<file path="src/rtl/elevator_pkg.sv">
// Shared types and helpers for the elevator car controller.
package elevator_pkg;

   localparam int unsigned DEFAULT_NUM_FLOORS = 3;
   localparam int unsigned MAX_FLOORS         = 32;

   typedef enum logic [1:0] {
      IDLE      = 2'd0,
      MOVE_UP   = 2'd1,
      MOVE_DOWN = 2'd2,
      DOOR_OPEN = 2'd3
   } elev_state_t;

   // Callers zero-extend to MAX_FLOORS; cur must be one-hot.
   function automatic logic any_above(input logic [MAX_FLOORS-1:0] pend,
                                      input logic [MAX_FLOORS-1:0] cur);
      logic [MAX_FLOORS-1:0] mask;
      mask = ~((cur << 1) - MAX_FLOORS'(1));
      return |(pend & mask);
   endfunction

   function automatic logic any_below(input logic [MAX_FLOORS-1:0] pend,
                                      input logic [MAX_FLOORS-1:0] cur);
      logic [MAX_FLOORS-1:0] mask;
      mask = cur - MAX_FLOORS'(1);
      return |(pend & mask);
   endfunction

endpackage

</file>
<file path="src/rtl/elevator_timer.sv">
// Loadable down-counter shared by travel and door dwell; done when it reaches zero.
module elevator_timer #(
   parameter int unsigned W = 8
) (
   input  logic         clk,
   input  logic         rst,
   input  logic         load_i,
   input  logic [W-1:0] load_val_i,
   input  logic         freeze_i,
   output logic         done_o
);

   logic [W-1:0] count_q;

   always_ff @(posedge clk) begin
      if (rst) begin
         count_q <= '0;
      end else if (load_i) begin
         count_q <= load_val_i;
      end else if (!freeze_i && (count_q != '0)) begin
         count_q <= count_q - W'(1);
      end
   end

   assign done_o = (count_q == '0);

endmodule

</file>
<file path="src/rtl/elevator_controller.sv">
// SCAN-scheduled elevator car sequencer with travel and door dwell timing.
// Optional emergency stop input enabled by defining ELEVATOR_ESTOP_EN.
module elevator_controller
   import elevator_pkg::*;
#(
   parameter int unsigned NUM_FLOORS    = DEFAULT_NUM_FLOORS,
   parameter int unsigned TRAVEL_CYCLES = 50_000_000,
   parameter int unsigned DOOR_CYCLES   = 100_000_000
) (
   input  logic                  clk,
   input  logic                  rst,
   input  logic [NUM_FLOORS-1:0] req,
`ifdef ELEVATOR_ESTOP_EN
   input  logic                  estop,
`endif
   output logic [NUM_FLOORS-1:0] floor_onehot,
   output logic                  door_open,
   output logic                  moving,
   output logic                  dir_up,
   output logic [NUM_FLOORS-1:0] pending
);

   localparam int unsigned MAX_CYC = (TRAVEL_CYCLES > DOOR_CYCLES) ? TRAVEL_CYCLES : DOOR_CYCLES;
   localparam int unsigned TMR_W   = (MAX_CYC > 1) ? $clog2(MAX_CYC) : 1;
   localparam logic [TMR_W-1:0] TRAVEL_LOAD = TMR_W'(TRAVEL_CYCLES - 1);
   localparam logic [TMR_W-1:0] DOOR_LOAD   = TMR_W'(DOOR_CYCLES - 1);

   elev_state_t           state_q, state_d;
   logic [NUM_FLOORS-1:0] floor_q, floor_d;
   logic [NUM_FLOORS-1:0] pending_q, pending_d;
   logic                  dir_q, dir_d;
   logic                  door_q, door_d;
   logic                  moving_q, moving_d;

   logic                  hold;
   logic                  tmr_load;
   logic [TMR_W-1:0]      tmr_val;
   logic                  tmr_done;
   logic [NUM_FLOORS-1:0] pend_req;
   logic [NUM_FLOORS-1:0] floor_up;
   logic [NUM_FLOORS-1:0] floor_dn;
   logic                  cur_req;

`ifdef ELEVATOR_ESTOP_EN
   assign hold = estop;
`else
   assign hold = 1'b0;
`endif

   assign pend_req = pending_q | req;
   assign cur_req  = |(req & floor_q);
   assign floor_up = floor_q[NUM_FLOORS-1] ? floor_q : {floor_q[NUM_FLOORS-2:0], 1'b0};
   assign floor_dn = floor_q[0] ? floor_q : {1'b0, floor_q[NUM_FLOORS-1:1]};

   elevator_timer #(.W(TMR_W)) u_timer (
      .clk        (clk),
      .rst        (rst),
      .load_i     (tmr_load),
      .load_val_i (tmr_val),
      .freeze_i   (hold),
      .done_o     (tmr_done)
   );

   // State register
   always_ff @(posedge clk) begin
      if (rst) begin
         state_q <= IDLE;
      end else begin
         state_q <= state_d;
      end
   end

   // Next-state: SCAN scheduling; arrival decisions use the floor being entered
   always_comb begin
      state_d = state_q;
      if (!hold) begin
         case (state_q)
            IDLE: begin
               if (|(pending_q & floor_q)) begin
                  state_d = DOOR_OPEN;
               end else if (dir_q && any_above(MAX_FLOORS'(pending_q), MAX_FLOORS'(floor_q))) begin
                  state_d = MOVE_UP;
               end else if (!dir_q && any_below(MAX_FLOORS'(pending_q), MAX_FLOORS'(floor_q))) begin
                  state_d = MOVE_DOWN;
               end else if (any_above(MAX_FLOORS'(pending_q), MAX_FLOORS'(floor_q))) begin
                  state_d = MOVE_UP;
               end else if (any_below(MAX_FLOORS'(pending_q), MAX_FLOORS'(floor_q))) begin
                  state_d = MOVE_DOWN;
               end
            end
            MOVE_UP: begin
               if (tmr_done) begin
                  if (|(pend_req & floor_up)) begin
                     state_d = DOOR_OPEN;
                  end else if (!any_above(MAX_FLOORS'(pend_req), MAX_FLOORS'(floor_up))) begin
                     state_d = IDLE;
                  end
               end
            end
            MOVE_DOWN: begin
               if (tmr_done) begin
                  if (|(pend_req & floor_dn)) begin
                     state_d = DOOR_OPEN;
                  end else if (!any_below(MAX_FLOORS'(pend_req), MAX_FLOORS'(floor_dn))) begin
                     state_d = IDLE;
                  end
               end
            end
            DOOR_OPEN: begin
               if (tmr_done && !cur_req) begin
                  state_d = IDLE;
               end
            end
            default: state_d = IDLE;
         endcase
      end
   end

   // Datapath and output next values
   always_comb begin
      pending_d = pend_req;
      floor_d   = floor_q;
      dir_d     = dir_q;
      tmr_load  = 1'b0;
      tmr_val   = '0;
      if (state_q == DOOR_OPEN) begin
         pending_d = pending_q | (req & ~floor_q);
      end
      if (!hold) begin
         if ((state_q == MOVE_UP) && tmr_done) begin
            floor_d = floor_up;
         end
         if ((state_q == MOVE_DOWN) && tmr_done) begin
            floor_d = floor_dn;
         end
         if ((state_q == DOOR_OPEN) && cur_req) begin
            tmr_load = 1'b1;
            tmr_val  = DOOR_LOAD;
         end
         if ((state_d != state_q) ||
             (((state_q == MOVE_UP) || (state_q == MOVE_DOWN)) && tmr_done)) begin
            tmr_load = 1'b1;
            case (state_d)
               MOVE_UP, MOVE_DOWN: tmr_val = TRAVEL_LOAD;
               DOOR_OPEN:          tmr_val = DOOR_LOAD;
               default:            tmr_val = '0;
            endcase
         end
         if ((state_d == DOOR_OPEN) && (state_q != DOOR_OPEN)) begin
            pending_d = pending_d & ~floor_d;
         end
         if (state_d == MOVE_UP) begin
            dir_d = 1'b1;
         end else if (state_d == MOVE_DOWN) begin
            dir_d = 1'b0;
         end
      end
      door_d   = (state_d == DOOR_OPEN);
      moving_d = ((state_d == MOVE_UP) || (state_d == MOVE_DOWN)) && !hold;
   end

   always_ff @(posedge clk) begin
      if (rst) begin
         floor_q   <= NUM_FLOORS'(1);
         pending_q <= '0;
         dir_q     <= 1'b1;
         door_q    <= 1'b0;
         moving_q  <= 1'b0;
      end else begin
         floor_q   <= floor_d;
         pending_q <= pending_d;
         dir_q     <= dir_d;
         door_q    <= door_d;
         moving_q  <= moving_d;
      end
   end

   assign floor_onehot = floor_q;
   assign pending      = pending_q;
   assign dir_up       = dir_q;
   assign door_open    = door_q;
   assign moving       = moving_q;

endmodule

</file>
<file path="config.mk">
export PLATFORM = sky130hd
export DESIGN_NAME = elevator_controller
export DESIGN_NICKNAME = d
export VERILOG_FILES = /design/src/rtl/elevator_pkg.sv /design/src/rtl/elevator_timer.sv /design/src/rtl/elevator_controller.sv
export SDC_FILE = /design/constraint.sdc
export NUM_CORES = 1
export LEC_CHECK = 0
export ABC_AREA = 1
export BUFFER_PORTS_ARGS = -buffer_cell sky130_fd_sc_hd__buf_2
export CAP_MARGIN = 20
export CORE_MARGIN = 2
export CORE_UTILIZATION = 25
export DETAILED_ROUTE_END_ITERATION = 16
export GPL_ROUTABILITY_DRIVEN = 1
export GPL_TIMING_DRIVEN = 1
export PLACE_DENSITY = 0.42
export SYNTH_ARGS = -nofsm -noshare
export SYNTH_HDL_FRONTEND = slang
export SYNTH_SLANG_ARGS = --single-unit
</file>
<file path="constraint.sdc">
create_clock -name clk -period 3.99 [get_ports clk]
set_input_delay 0.1995 -clock clk [delete_from_list [all_inputs] [get_ports clk]]
set_output_delay 0.1995 -clock clk [all_outputs]
set_load 0.1 [all_outputs]
</file>
==> results.cfg, run 1 <==
[outcome]
status = complete, no violations

[sta]
min_period_ns = 3.180
timing.fmax_mhz = 314.4
hold_viol = 0
setup_viol = 0
finalCritPeriodShare_pct = 79.71
tns_ns = 0
rsz0062_at_grt = false
drv_slew = 0
finClkSkew_ns = 0.007908
max_slew_margin_pct = 47.77
tightest_slew_ns = 0.7775

[synth]
synth_area_mm2 = 0.002554
syn-num-nets = 393
synth_area_leader_cell = dfxtp_1
yosys_warnings = 0
syn_area_per_cell_um2 = 6.774
synth_seq_area_share_pct = 29.79
ys_ff_latch = 38
synth.distinct_cells = 35
synth_top_area_share_pct = 29.79
synth_area_leaders = dfxtp_1 30%, nand2_1 12%, nor2_1 8.1%
ys.flop_type = dfxtp_1
synth_edf_count = 0
async_flop_share_pct = 0
syn-instance-count = 377

[die]
chipWidth_um = 105.1
die_height_um = 105.1
ioPinCount = 14
rows = 36
die_area_mm2 = 0.01104
core_mm2 = 0.009864
start_util_pct = 25.89

[routing]
drc = 0
wire_per_inst_um = 12.98
drt-initial-drc-count = 113
dr.pass1.iters = 4
drt_wl_total_um = 6789
ant_nets = 0
vias = 2352
vias_per_cell = 4.497

[grt]
grt_pass1_vias = 2220
grt_max_degree = 27
grtUsageTotal_pct = 12.66
antenna_found_initial = 0
grt_overflow = 0
grt_first_pass_wirelength_um = 11280

[cells_and_area]
nFillCells = 1114
final-instance-count-excl-fill = 523
diodes = 0
final_common_cell = nand2_1
area_delta_synth_final_pct = 10.63
drive_gt1_share_pct = 12.82
multi_input_area_mm2 = 0.001562
layout_common_cells = 84 x nand2_1, 55 x nor2_1, 43 x inv_1
seq_area_um2 = 760.7
fin_nets = 405

[cts]
ctsResizeCount = 0
numCtsBuffers = 5
cts.sinks = 38
cts.reportedPaths.clkPinSlew_ns = 0.09
hold_buffers = 0
cts_tree = done
cts_buffer_depth = 2
h-tree-depth = 2
post_cts_buffers = 0
clk_latency_ns = 0.30
clockRootBuffer = clkbuf_8

[worst_hold_path]
hp-class = in -> reg

[job]
drv_cap = 0

[pwr]
pwr-share-seq_pct = 26.7
p_comb_share_pct = 60.8
vdd_drop_max_uv = 461.6
power_switching_w = 0.001282
p_int_w = 0.001091
p_sw_share_pct = 54.03
powerDensity_mw_per_mm2 = 839.9
p_clk_share_pct = 12.5
leakage_nw = 1.323

[place]
placedCellCount = 515
dp_hpwl_um = 4977
gp_congestion = 0.8364
port_buffers = 13

[worst_setup_path]
worstPathArrival_ns = 3.36
crit_type = reg -> reg
worstPathRequired_ns = 4.17
start_kind = flip-flop
critPathMaxFanout = 13
crit_path_end_kind = flip-flop
final timing paths:
check	endpoint	start	depth (start not counted)	slack, ns
max	u_timer.count_q[5]	floor_onehot[0]	22	0.81
min	pending[0]	req[0]	3	0.26
max reg2reg	u_timer.count_q[5]	floor_onehot[0]	22	0.81
min reg2reg	dir_up	dir_up	2	0.47
per-stage QoR:
stage          utilization, %  cell area [um^2]  hold slack, ns  total power (W)  setup WS (ns)
2_1_floorplan               -              2554          0.4159         0.001839         0.8883
3_3_place_gp            27.68              2730          0.4713         0.002115         0.8587
3_5_place_dp            27.68              2730          0.4695         0.002088         0.8609
4_1_cts                 28.64              2825          0.2580         0.002404         0.8327
5_1_grt                 28.64              2825          0.2883         0.002635         0.4028
6_report                28.64              2825          0.2584         0.002373         0.8098
worst max-delay path, cell delays in order (launching register included):
cell and delay, ns:
dfxtp_1 0.52, inv_1 0.19, ha_1 0.30, inv_1 0.07, nor2_1 0.04, nand2_1 0.06
nand2_1 0.04, nand2_1 0.05, nand2_1 0.05, inv_1 0.05, nand2_1 0.05, nand2_1 0.05
nand3_1 0.08, nand2_1 0.07, nand2_1 0.08, nand3_1 0.12, nand2_2 0.08, nor2_4 0.10
nand3_2 0.28, inv_2 0.32, nand2_2 0.24, nand2_1 0.16, nor2_1 0.05
metal layers:
metal / track usage, % / up-vias / wire length [um]
li1: - / 1231 / -
met1: 18.31 / 1075 / 3521
met2: 19.90 / 39 / 2989
met3: 1.684 / 7 / 203
met4: 2.857 / 0 / 75
met5: 0 / - / 0
cell usage after synthesis (6+ instances only):
cell / n
xor2_1: 17
nor2_2: 7
dfxtp_1: 38
inv_1: 43
nand2_2: 11
nor2_1: 55
nor4_1: 6
nand4_1: 6
a21oi_1: 18
xnor2_1: 8
ha_1: 11
o21ai_0: 8
nand3_1: 23
o21ai_1: 6
nand2_1: 84
power groups by stage:
stage	logic [W]	clock network [W]	registers, W
floorplan	0.00110	0	0.000738
global placement	0.00147	0	0.000644
detailed placement	0.00145	0	0.000643
CTS	0.00145	0.000314	0.000635
global route	0.00165	0.000325	0.000655
finish	0.00144	0.000296	0.000634
cells by family after synthesis:
kind of cell | share of synthesized area (%)
flip-flops | 29.79
AO/OA/AOI/OAI | 10.04
AND/OR/NAND/NOR | 37.14
adder cells (fa/ha/maj) | 5.389
XOR/XNOR | 8.574
buffers and inverters | 9.064
final cells by class:
type / instances / area share, %
Timing Repair Buffer: 14 / 2.569
Inverter: 45 / 5.979
Clock buffer: 6 / 2.923
Sequential cell: 38 / 26.93
Tap cell: 133 / 5.890
Clock inverter: 2 / 0.4429
Multi-Input combinational cell: 285 / 55.27
registers in the layout (all words and copies together), names as in the netlist:
| name | count |
|---|---|
| dir_up | 1 |
| moving | 1 |
| state_q | 2 |
| pending | 3 |
| door_open | 1 |
| floor_onehot | 3 |
| u_timer.count_q | 27 |
Note: power is estimated with default switching activity, not from simulation.
==> inputs of run 2 (changes only) <==
--- a/config.mk
+++ b/config.mk
@@ -5,7 +5,7 @@
 export SDC_FILE = /design/constraint.sdc
 export NUM_CORES = 1
 export LEC_CHECK = 0
-export ABC_AREA = 1
+export ABC_AREA = 0
 export BUFFER_PORTS_ARGS = -buffer_cell sky130_fd_sc_hd__buf_2
 export CAP_MARGIN = 20
 export CORE_MARGIN = 2
@@ -13,7 +13,7 @@
 export DETAILED_ROUTE_END_ITERATION = 16
 export GPL_ROUTABILITY_DRIVEN = 1
 export GPL_TIMING_DRIVEN = 1
-export PLACE_DENSITY = 0.42
+export PLACE_DENSITY = 0.44
 export SYNTH_ARGS = -nofsm -noshare
 export SYNTH_HDL_FRONTEND = slang
 export SYNTH_SLANG_ARGS = --single-unit
==> constraint.sdc (replaced) <==
create_clock -name clk -period 2.8 [get_ports clk]
set_input_delay 0.14 -clock clk [delete_from_list [all_inputs] [get_ports clk]]
set_output_delay 0.14 -clock clk [all_outputs]
set_load 0.1 [all_outputs]
==> run 2 against run 1 <==
The run now ends with setup timing left; register-to-register slack worse by 0.95 ns; critical endpoint is now pending[1]; synthesized cell count fell by 24%; flip-flop and latch count stayed put; clock skew rose by 0.0016 ns; routed wire length up 7.2%; die area is 2.5% lower; via count rose by 3.1%; combinational power up 96%; worst hold slack worse by 0.050 ns.
==> results.cfg, run 2 <==
[grt]
antenna_found_initial = 0
grtUsageTotal_pct = 13.66
grt_max_degree = 21
grt_overflow = 0
grt_first_pass_wirelength_um = 12020
grt_pass1_vias = 2408

[place]
port_buffers = 13
dp_hpwl_um = 5547
pre_cts_ws_ns = -0.2931
placedCellCount = 483
gp_congestion = 0.8684

[sta]
hold_viol = 0
rsz0062_at_grt = true
finClkSkew_ns = 0.009462
max_slew_margin_pct = 67.46
hold_ws_ns = 0.2089
min_period_ns = 2.937
finalCritPeriodShare_pct = 104.9
drv_slew = 0
timing.fmax_mhz = 340.5
tightest_slew_ns = 0.4851
setup_viol = 27
setup_ws_ns = -0.1372

[cells_and_area]
fin_nets = 380
largest_register = u_timer.count_q
diodes = 0
drive_gt1_share_pct = 36.99
layout_common_cells = 62 x buf_4, 31 x dfxtp_1, 28 x nor2_1
final-instance-count-excl-fill = 498
largest_reg_flops = 27
utilization_pct = 36.03
final_common_cell = buf_4
nFillCells = 1029
area_delta_synth_final_pct = 40.95

[worst_setup_path]
rrSetupSlack_ns = -0.14
crit_path_end_kind = flip-flop
crit_type = reg -> reg
r2r_cells = 13
crit_end = pending[1]
worstPathArrival_ns = 3.11
critPathMaxFanout = 4
start_kind = flip-flop
timing.rr.start = u_timer.count_q[1]
reg2reg_to = pending[1]
worstPathRequired_ns = 2.98
startpoint = u_timer.count_q[1]

[outcome]
status = finished with violations
failed_checks = setup timing

[synth]
synth_area_leaders = dfxtp_1 31%, xnor2_1 7.0%, o211ai_1 6.6%
ys.flop_type = dfxtp_1
synth_area_mm2 = 0.002487
async_flop_share_pct = 0
syn_area_per_cell_um2 = 8.637
yosys_warnings = 0
ys_ff_latch = 38
synth_seq_area_share_pct = 30.58
synth_common_cells = 38 x dfxtp_1, 29 x nor2_1, 22 x o211ai_1
syn-instance-count = 288
synth_area_leader_cell = dfxtp_1
synth.distinct_cells = 70
synth_top_area_share_pct = 30.58
syn-num-nets = 304
synth.most_common_cell = dfxtp_1
synth_edf_count = 0

[job]
drv_cap = 0

[pwr]
vdd_drop_max_uv = 470.5
powerDensity_mw_per_mm2 = 1208
leakage_nw = 1.380
finalPower_w = 0.004235

[routing]
drt-initial-drc-count = 85
vias = 2426
ant_nets = 0
drc = 0
drt_wl_total_um = 7280
wire_per_inst_um = 14.62
vias_per_cell = 4.871
dr.pass1.iters = 4

[die]
die_height_um = 103.7
chipWidth_um = 103.7
ioPinCount = 14
rows = 36
start_util_pct = 25.57
die_area_mm2 = 0.01076
core_mm2 = 0.009729

[cts]
cts.sinks = 38
cts_tree = done
cts.reportedPaths.clkPinSlew_ns = 0.07
cts_buffer_depth = 2
clockRootBuffer = clkbuf_8
clk_latency_ns = 0.29
h-tree-depth = 2
numCtsBuffers = 5

[worst_hold_path]
hp-class = in -> reg
[run 2: cell count changes after synthesis, sizes merged, moves of 8 or more]
cell    change
nor2       -37
inv        -30
nand2      -75
a21oi       -8
xor2       -12
o211ai     +19
nand3      -20
xnor2      +12
[run 2: final cells by class]
cell class | instances | area (um^2) | share of cell area [%]
inverters | 15 | 58.81 | 1.677
flip-flops and latches | 38 | 777.0 | 22.16
clock buffers | 7 | 107.6 | 3.069
well taps | 133 | 166.4 | 4.747
clock inverters | 1 | 30.03 | 0.8565
multi-input cells | 223 | 1728 | 49.29
repair buffers | 81 | 638.1 | 18.20
[run 2: how the worst min path moves through the flow]
stage,to,cells after the start,startpoint,slack [ns]
after global placement,state_q[1],2,rst,0.50
after detailed placement,floor_onehot[1],2,rst,0.50
final,state_q[1],2,rst,0.21
after floorplan,floor_onehot[0],2,rst,0.30
after global routing,state_q[1],2,rst,0.23
after CTS,state_q[1],2,rst,0.20
[run 2: cells by family (layout without fill, tap and decap cells)]
logic type / Yosys count / in the layout / share of synthesized area, %
and+or+nand+nor: 105 / 105 / 23.34
DFF: 38 / 38 / 30.58
muxes: 1 / 1 / 0.4024
buffers and inverters: 27 / 104 / 6.438
AOI/OAI and AO/OA: 81 / 81 / 24.90
adders and majority gates: 11 / 11 / 5.533
xor gates and xnor gates: 25 / 25 / 8.803
[run 2: worst max-delay path: stages (launching register included)]
cell,delay [ns]
dfxtp_2,0.33
inv_2,0.06
ha_4,0.13
or4b_4,0.49
nor4_4,0.36
buf_4,0.21
o2111ai_4,0.13
nand2_2,0.14
a21o_1,0.13
o211a_4,0.18
ha_1,0.17
inv_1,0.06
buf_4,0.13
o311a_1,0.31
[run 2: per-layer routing]
layer / global-route usage [%] / vias to the layer above / wire length, um
li1: - / 1231 / -
met3: 2.014 / 4 / 195
met1: 18.88 / 1156 / 3631
met4: 3.185 / 0 / 55
met2: 22.47 / 35 / 3397
met5: 0 / - / 0
[run 2: what timing repair did]
item                                    in CTS  in global routing
setup buffers                                4                  2
hold buffers                                 0                  0
resized for setup                            9                 16
endpoints found under the setup margin      28                 30
cloned                                       0                  1
pin swaps                                   14                  7
[run 2: power breakdown]
| part | total [W] | internal [W] | switching [W] |
|---|---|---|---|
| Sequential | 0.000870 | 0.000724 | 0.000146 |
| Combinational | 0.00282 | 0.00135 | 0.00147 |
| Clock | 0.000547 | 0.000344 | 0.000203 |
[run 2: per-stage QoR]
stage / TNS, ns / cell area [um^2]
after global placement: -3.630 / 3168
after floorplan: -1.482 / 2547
after global routing: -6.911 / 3506
after detailed placement: -5.294 / 3168
after CTS: -4.651 / 3379
final: -2.245 / 3506
==> inputs of run 3 (changes only) <==
--- a/config.mk
+++ b/config.mk
@@ -16,4 +16,5 @@
 export PLACE_DENSITY = 0.44
 export SYNTH_ARGS = -nofsm -noshare
 export SYNTH_HDL_FRONTEND = slang
+export SYNTH_HIERARCHICAL = 1
 export SYNTH_SLANG_ARGS = --single-unit
==> run 3 against run 2 <==
The run still ends with setup timing left; highest routed layer unchanged; worst setup slack got worse by 0.21 ns; sequential share of layout area is 3.0 points lower; clock skew decreased by 0.0010 ns; non-clock buffer count increased by 32; critical path type unchanged; core utilization grew 2.0 points; clock-buffer cell count shrank 1.
==> results.cfg, run 3 <==
[grt]
grtUsageTotal_pct = 15.40
grt_pass1_vias = 2998
grt_first_pass_wirelength_um = 14610
antenna_found_initial = 0
grt_max_degree = 39
grt_overflow = 0

[synth]
yosys_warnings = 6
synth.distinct_cells = 70
synth_top_area_share_pct = 27.80
synth.most_common_cell = nor2_1
synth_edf_count = 0
synth_area_mm2 = 0.002736
syn-instance-count = 344
syn_area_per_cell_um2 = 7.955
synth_area_leaders = dfxtp_1 28%, a311oi_1 5.8%, nor2_1 5.3%
synth_common_cells = 39 x nor2_1, 38 x dfxtp_1, 27 x nand2_1
synth_area_leader_cell = dfxtp_1
ys.flop_type = dfxtp_1
ys_ff_latch = 38
async_flop_share_pct = 0
synth_seq_area_share_pct = 27.80

[routing]
ant_nets = 0
vias_per_cell = 5.166
drt-initial-drc-count = 169
vias = 3058
wire_per_inst_um = 15.01
drc = 0
drt_wl_total_um = 8883
dr.pass1.iters = 4

[outcome]
status = finished with violations
failed_checks = setup timing

[cts]
cts.sinks = 38
clk_latency_ns = 0.30
cts_buffer_depth = 2
hold_buffers = 0
h-tree-depth = 2
cts.reportedPaths.clkPinSlew_ns = 0.09
numCtsBuffers = 5
cts_tree = done
clockRootBuffer = clkbuf_8

[sta]
rsz0062_at_grt = true
hold_viol = 0
finalCritPeriodShare_pct = 112.5
setup_viol = 30
timing.fmax_mhz = 317.5
setup_ws_ns = -0.3501
finClkSkew_ns = 0.008437
drv_slew = 0
tns_ns = -8.214
min_period_ns = 3.150
tightest_slew_ns = 0.8477
max_slew_margin_pct = 43.49
hold_ws_ns = 0.2129

[die]
chipWidth_um = 108.6
rows = 38
start_util_pct = 25.47
die_height_um = 108.6
core_mm2 = 0.01075
die_area_mm2 = 0.01180
ioPinCount = 14

[cells_and_area]
drive_gt1_share_pct = 41.59
final-instance-count-excl-fill = 592
diodes = 0
largest_reg_flops = 27
fin_nets = 463
layout_common_cells = 88 x buf_4, 33 x nor2_1, 26 x dfxtp_1
area_delta_synth_final_pct = 49.52
largest_register = u_timer/count_q
nFillCells = 1109
final_common_cell = buf_4

[worst_setup_path]
start_kind = flip-flop
worstPathArrival_ns = 3.34
crit_type = reg -> reg
worstPathRequired_ns = 2.99
crit_path_end_kind = flip-flop
critPathMaxFanout = 9

[place]
dp_hpwl_um = 6210
port_buffers = 13
gp_congestion = 0.8251
placedCellCount = 568

[worst_hold_path]
hp-class = in -> reg

[job]
drv_cap = 0
[run 3: cell types whose count changed after synthesis, moves of 7 or more]
cell,previous run,this run
a311oi_1,1,18
clkbuf_1,3,18
nor2_1,29,39
o211ai_1,22,5
o31ai_1,1,9
or4_1,2,9
xnor2_1,20,3
[run 3: critical path: stages, from the launching register on]
cell,delay (ns)
dfxtp_1,0.34
nor4_2,0.35
nand4_1,0.22
nor2_1,0.17
buf_4,0.15
inv_2,0.04
a211o_1,0.22
a221o_2,0.46
a31oi_4,0.28
a22oi_2,0.12
nand2_2,0.14
inv_6,0.08
buf_4,0.15
buf_4,0.13
a311oi_1,0.21
[run 3: layout make-up]
cell class / count / area (um^2) / area share (%)
clock buffers: 6 / 82.58 / 2.018
clock inverters: 2 / 12.51 / 0.3058
inverters: 16 / 65.06 / 1.590
multi-input cells: 277 / 2069 / 50.58
flip-flops and latches: 38 / 785.8 / 19.20
well taps: 140 / 175.2 / 4.281
repair buffers: 113 / 900.9 / 22.02
[run 3: logic make-up (layout without fill, tap and decap cells)]
logic type | Yosys count | after routing | synth area share (%)
AO/OA/AOI/OAI | 113 | 113 | 32.51
XOR/XNOR | 6 | 6 | 1.921
adder cells (fa/ha/maj) | 7 | 7 | 3.201
buffers and inverters | 39 | 137 | 5.532
flip-flops | 38 | 38 | 27.80
multiplexers | 3 | 3 | 1.143
other | 1 | 11 | 0.1370
AND/OR/NAND/NOR | 137 | 137 | 27.75
[run 3: repair_timing]
item                       in CTS  in global routing
pin swaps                       7                 22
setup endpoints to repair      29                 31
gates cloned                    1                  1
setup buffers                   8                  7
resized for setup              22                 23
[run 3: stage by stage]
step,utilization (%),area [um^2],worst slack [ns]
3_5_place_dp,34.16,3671,-0.4580
5_1_grt,38.08,4091,-0.5107
2_1_floorplan,-,2918,-0.1998
4_1_cts,36.48,3920,-0.2876
6_report,38.08,4091,-0.3501
3_3_place_gp,34.16,3671,-0.3696
[run 3: worst paths after layout]
path                       start                  end  slack (ns)  cells past startpoint
max          u_timer/count_q[16]  u_timer/count_q[14]       -0.35                     14
min                       req[1]           pending[1]        0.21                      3
max reg2reg  u_timer/count_q[16]  u_timer/count_q[14]       -0.35                     14
min reg2reg   u_timer/count_q[9]   u_timer/count_q[9]        0.56                      2
[run 3: routing by layer]
layer	wire length [um]	up-vias	track usage [%]
li1	-	1520	-
met1	4324	1474	20.55
met2	4197	52	25.85
met3	245	12	2.510
met4	114	0	3.938
met5	0	-	0
Power of run 3 is not shown: default switching activity piles up to over one toggle a cycle in this logic, so the estimate is an artifact.
